$ cat src/rtl/mac_operand_feeder.sv
// Operand-pair FIFO plus launch FSM that streams a counted burst of pairs into a MAC and returns its result.
// Optional FEEDER_FLUSH_EN adds a flush input that empties the FIFO while IDLE or WAIT.
module mac_operand_feeder #(
  parameter int DEPTH = 32
) (
  input  logic               clk,
  input  logic               reset_n,
  input  logic               in_valid,
  output logic               in_ready,
  input  logic signed [7:0]  in_a,
  input  logic signed [7:0]  in_b,
  input  logic               go,
  input  logic [4:0]         len,
  output logic               busy,
  output logic               err,
  output logic               mac_start,
  output logic [4:0]         mac_count,
  output logic signed [7:0]  mac_opA,
  output logic signed [7:0]  mac_opB,
  input  logic               mac_finish,
  input  logic signed [15:0] mac_out,
  output logic [15:0]        result,
  output logic               result_valid,
  input  logic               result_ready,
`ifdef FEEDER_FLUSH_EN
  input  logic               flush,
`endif
  output logic [5:0]         level
);

  localparam int AW = $clog2(DEPTH);
  localparam int LW = AW + 1;

  typedef enum logic [2:0] {IDLE, WAIT, START, STREAM, DRAIN, HOLD} state_t;

  state_t          state_reg, state_next;
  logic [AW-1:0]   wr_ptr_reg, rd_ptr_reg, rd_addr;
  logic [LW-1:0]   level_reg;
  logic [4:0]      len_reg, cnt_reg;
  logic [15:0]     mem [DEPTH];
  logic [15:0]     head_reg;
  logic [15:0]     result_reg;
  logic            result_valid_reg, err_reg;
  logic            push, pop, flush_now, launch_ok;

`ifdef FEEDER_FLUSH_EN
  assign flush_now = flush && (state_reg == IDLE || state_reg == WAIT);
`else
  assign flush_now = 1'b0;
`endif

  assign in_ready     = level_reg < LW'(DEPTH);
  assign push         = in_valid && in_ready && !flush_now;
  assign launch_ok    = (state_reg == IDLE) && go && (len != 5'd0);
  assign busy         = state_reg != IDLE;
  assign err          = err_reg;
  assign result       = result_reg;
  assign result_valid = result_valid_reg;
  assign level        = level_reg[5:0];

  always_ff @(posedge clk or negedge reset_n) begin
    if (!reset_n) state_reg <= IDLE;
    else          state_reg <= state_next;
  end

  always_comb begin
    state_next = state_reg;
    pop        = 1'b0;
    mac_start  = 1'b0;
    mac_count  = 5'd0;
    mac_opA    = '0;
    mac_opB    = '0;
    case (state_reg)
      IDLE:   if (launch_ok) state_next = (level_reg >= LW'(len)) ? START : WAIT;
      WAIT:   if (level_reg >= LW'(len_reg)) state_next = START;
      START: begin
        mac_start  = 1'b1;
        mac_count  = len_reg;
        state_next = STREAM;
      end
      STREAM: begin
        pop     = 1'b1;
        mac_opA = head_reg[15:8];
        mac_opB = head_reg[7:0];
        if (cnt_reg == 5'd1) state_next = DRAIN;
      end
      DRAIN:  if (mac_finish) state_next = HOLD;
      HOLD:   if (result_ready) state_next = IDLE;
      default: state_next = IDLE;
    endcase
    if (flush_now) state_next = IDLE;
  end

  always_ff @(posedge clk or negedge reset_n) begin
    if (!reset_n) begin
      wr_ptr_reg       <= '0;
      rd_ptr_reg       <= '0;
      level_reg        <= '0;
      len_reg          <= '0;
      cnt_reg          <= '0;
      err_reg          <= 1'b0;
      result_reg       <= '0;
      result_valid_reg <= 1'b0;
    end else begin
      err_reg <= (state_reg == IDLE) && go && (len == 5'd0);
      if (launch_ok) len_reg <= len;
      if (state_reg == START) cnt_reg <= len_reg;
      else if (pop)           cnt_reg <= cnt_reg - 5'd1;

      if (flush_now) begin
        wr_ptr_reg <= '0;
        rd_ptr_reg <= '0;
        level_reg  <= '0;
      end else begin
        if (push) wr_ptr_reg <= wr_ptr_reg + AW'(1);
        if (pop)  rd_ptr_reg <= rd_ptr_reg + AW'(1);
        case ({push, pop})
          2'b10:   level_reg <= level_reg + LW'(1);
          2'b01:   level_reg <= level_reg - LW'(1);
          default: level_reg <= level_reg;
        endcase
      end

      if (state_reg == DRAIN && mac_finish) begin
        result_reg       <= mac_out;
        result_valid_reg <= 1'b1;
      end else if (state_reg == HOLD && result_ready) begin
        result_valid_reg <= 1'b0;
      end
    end
  end

  // Head is prefetched: read in START for the first pop, then one ahead while streaming.
  // Every entry a burst reads was written before START, so no read-during-write hazard exists.
  assign rd_addr = pop ? rd_ptr_reg + AW'(1) : rd_ptr_reg;

  always_ff @(posedge clk) begin
    if (push) mem[wr_ptr_reg] <= {in_a, in_b};
    head_reg <= mem[rd_addr];
  end

endmodule

$ cat config.mk
export PLATFORM = sky130hd
export DESIGN_NAME = mac_operand_feeder
export DESIGN_NICKNAME = d
export VERILOG_FILES = /design/src/rtl/mac_operand_feeder.sv
export SDC_FILE = /design/constraint.sdc
export NUM_CORES = 1
export LEC_CHECK = 0
export ABC_AREA = 1
export CAP_MARGIN = 20
export CORE_ASPECT_RATIO = 1.2
export CORE_MARGIN = 1
export CORE_UTILIZATION = 35
export CTS_CLUSTER_SIZE = 8
export DETAILED_ROUTE_END_ITERATION = 12
export PLACE_DENSITY = 0.61
export SLEW_MARGIN = 0
export SYNTH_ARGS = -nofsm -noshare
export SYNTH_HDL_FRONTEND = slang
export SYNTH_SLANG_ARGS = --single-unit
$ cat constraint.sdc
create_clock -name clk -period 2.7 [get_ports clk]
set_clock_uncertainty 0.15 [all_clocks]
set_input_delay 0.54 -clock clk [delete_from_list [all_inputs] [get_ports clk]]
set_output_delay 0.54 -clock clk [all_outputs]
set_load 0.02 [all_outputs]
==> impl_metrics.tcl <==
set metrics [dict create \
    first_global_vias 17631 \
    finalWeightedCongestion 0.8138 \
    final_antenna_net_count 0 \
    drt-vias-per-instance 5.020 \
    cts_root_buf "sky130_fd_sc_hd__clkbuf_16" \
    max-cap-violations 0 \
    layout_worst_path_cycle_share_pct 99.65 \
    share_clk_of_total_power_pct 28.0 \
    comb_power_share_pct 39.1 \
    synth-compound-area-share_pct 0.7844 \
    number_of_cts_inserted_buffers 82 \
    sequential_area_share_after_synthesis_pct 65.70 \
    ctsHtreeMaxLevel 3 \
    finalSetupViolations 0 \
    nFillCells 6688 \
    yosys_warnings 0 \
    power_frac_seq_pct 32.9 \
    dieArea_um2 74470 \
    ioPinCount 91 \
    cp_data_arrival_time_ns 2.00 \
    synthCells 2364 \
    timing.final.hold_violations 0 \
    place.port_buffers 90 \
    post_synthesis_adder_cell_area_fraction_pct 0.9744 \
    stdcell_count 3500 \
    layout.cells.most_common "sky130_fd_sc_hd__edfxtp_1" \
    worst_path_dominant_cell_family "buffers and inverters" \
    min-delay-path-class "in -> async" \
    largest_reg_flops 512 \
    run_status "completed" \
    tritoncts "yes" \
    cp.buffers_inverters 3 \
    die_h_um 298.7 \
    setup_repair_after_global_routing_missed_its_margin "true" \
    routed_wire_length_per_instance_um 18.66 \
    synth.distinct_cells 34 \
    yosys.area_share.simple_pct 23.10 \
    synth_enable_flop_cells 512 \
    critical_path.max_fanout 7 \
    rows 108 \
    detailroute.via_count 17569 \
    ys_ff_latch 575 \
    final_util_pct 42.66 \
    worstSetupEndpointType "primary output" \
    synth-main-ff-cell "sky130_fd_sc_hd__edfxtp_1" \
    tightestPinTransition_ns 0.6399 \
    die_width_um 249.3 \
    place_hpwl_mm 39.69 \
    antennaDiodeCount 0 \
    clock_sink_count 575 \
    floorplan.core_area_um2 72430 \
    synth.net_count 2427 \
    area_growth_pct 20.31 \
    report.power.total_w 0.03370 \
    path_clk_slew_ns 0.05 \
    drtIter0Drc 1424 \
    gr-total-overflow 0 \
    peak_vdd_ir_mv 0.6410 \
    relSlewSlack_pct 57.23 \
    timing.setup.critical_path_class "reg -> out" \
    synth-xor-area-share_pct 0.7747 \
    grt_max_degree 104 \
    critical_path.cell_chain "buf_4 -> nor3_4 -> inv_2 -> nor2_2 -> clkdlybuf4s15_2" \
    mean_area_per_synthesized_cell_um2 10.86 \
    drive_above_1_share_pct 10.53 \
    muxShareOfSynthArea_pct 0.7454 \
    reg2reg_slack_ns 0.18 \
    detail_route.drc_violations 0 \
    min_period_ns 2.691 \
    grt_first_pass_wirelength_mm 101.4 \
    power.internal_w 0.02093 \
    setup.worst_path.start_class "flop" \
    power_density_nw_per_um2 1091 \
    power_switching_share_pct 37.87 \
    synth_top_family_by_area "simple AND/OR/NAND/NOR gates" \
    postSynth.asyncResetShare_pct 8.174 \
    worst_path_largest_cell_delay_ns 0.40 \
    dpl.cell_count 3367 \
    switching_power_w 0.01276 \
    globalRouteTotalUtil_pct 17.66 \
    crit_slowest_cell "sky130_fd_sc_hd__dfrtp_1" \
    drt_wl_total_mm 65.30 \
    final_nets 2582 \
    final_max_slew_viol_count 0 \
    critPathRequiredTime_ns 2.01 \
    synth.cell_area_um2 25680 \
    cts_buffer_depth 3 \
    clk_latency_ns 0.62 \
    initial_antenna_violation_count 0 \
    hold_slack_ns 0.3003 \
    initial_utilization_pct 35.46 \
    iteration_count_of_the_initial_detailed_routing_pass 7 \
    achievable-frequency_mhz 371.7 \
    mostFrequentLayoutCells "512 x sky130_fd_sc_hd__edfxtp_1, 506 x sky130_fd_sc_hd__nand3_1, 385 x sky130_fd_sc_hd__nand2_1" \
    static-leakage-power_nw 12.43 \
]
## logic make-up after synthesis
kind of cell,count (synthesis)
DFF,575
buffers and inverters,508
AOI/OAI and AO/OA,34
and+or+nand+nor,1189
muxes,17
xor gates and xnor gates,21
adders and majority gates,20
## layer usage
layer	vias to the layer above	global-route usage [%]	routed length (um)
li1	8307	-	-
met5	-	0	0
met3	123	2.360	3727
met2	562	30.83	32630
met4	0	6.922	1783
met1	8577	22.15	27150
## worst paths after layout
path                                    from           end  depth (start not counted)
max in group asynchronous            reset_n     result[9]                          3
worst min-delay path                 reset_n      level[3]                          2
worst min register to register    len_reg[4]    len_reg[4]                          2
worst max register to register  state_reg[2]   head_reg[4]                         11
worst max-delay path            state_reg[2]  mac_count[4]                          5
min in group clk                          go           err                          3
## per-stage QoR
step	setup TNS, ns	instance area, um^2	worst slack, ns
2_1_floorplan	0	25680	0.03706
3_3_place_gp	-0.1851	28550	-0.1851
3_5_place_dp	-0.03848	28550	-0.03848
4_1_cts	0	30940	0.008338
5_1_grt	-0.06742	30900	-0.03719
6_report	0	30900	0.009435
## power groups by stage
stage | Sequential, W | Clock, W | Combinational (W)
2_1_floorplan | 0.0113 | 0 | 0.00824
3_3_place_gp | 0.0112 | 0 | 0.0129
3_5_place_dp | 0.0112 | 0 | 0.0132
4_1_cts | 0.0111 | 0.00965 | 0.0132
5_1_grt | 0.0112 | 0.0100 | 0.0145
6_report | 0.0111 | 0.00944 | 0.0132
## worst register-to-register path: cells and delay by family (launching register included)
kind                      cells  cell delay [ns]
and+or+nand+nor               7             0.86
xor gates and xnor gates      1             0.29
DFF                           1             0.40
buffers and inverters         3             0.69
## cell usage after synthesis (17+ instances only)
cell	count	area [um^2]
sky130_fd_sc_hd__edfxtp_1	512	15370
sky130_fd_sc_hd__nand3_1	507	2537
sky130_fd_sc_hd__nand2_1	385	1445
sky130_fd_sc_hd__inv_1	366	1374
sky130_fd_sc_hd__nand3b_1	208	1562
sky130_fd_sc_hd__nor2_1	71	266.5
sky130_fd_sc_hd__buf_2	60	300.3
sky130_fd_sc_hd__clkbuf_1	55	206.5
sky130_fd_sc_hd__dfrtp_1	47	1176
sky130_fd_sc_hd__ha_1	20	250.2
sky130_fd_sc_hd__mux2_2	17	191.4
sky130_fd_sc_hd__o21ai_0	17	85.08
## layout make-up
cell class | count | area [um^2] | area share (%)
clock inverter | 7 | 100.1 | 0.3240
inverter | 368 | 1381 | 4.471
clock buffer | 123 | 2258 | 7.310
sequential | 575 | 16870 | 54.61
multi-input combinational | 1281 | 6924 | 22.41
tap | 935 | 1170 | 3.786
timing repair buffer | 211 | 2188 | 7.083
## repair_timing
action	4_1_cts	5_1_grt
pin swaps	0	1
buffers inserted	0	2
hold buffers	1	0
resized for setup	46	29
endpoints found under the hold margin	19	0
endpoints found under the setup margin	23	22
Power figures use the tool's default switching activity.
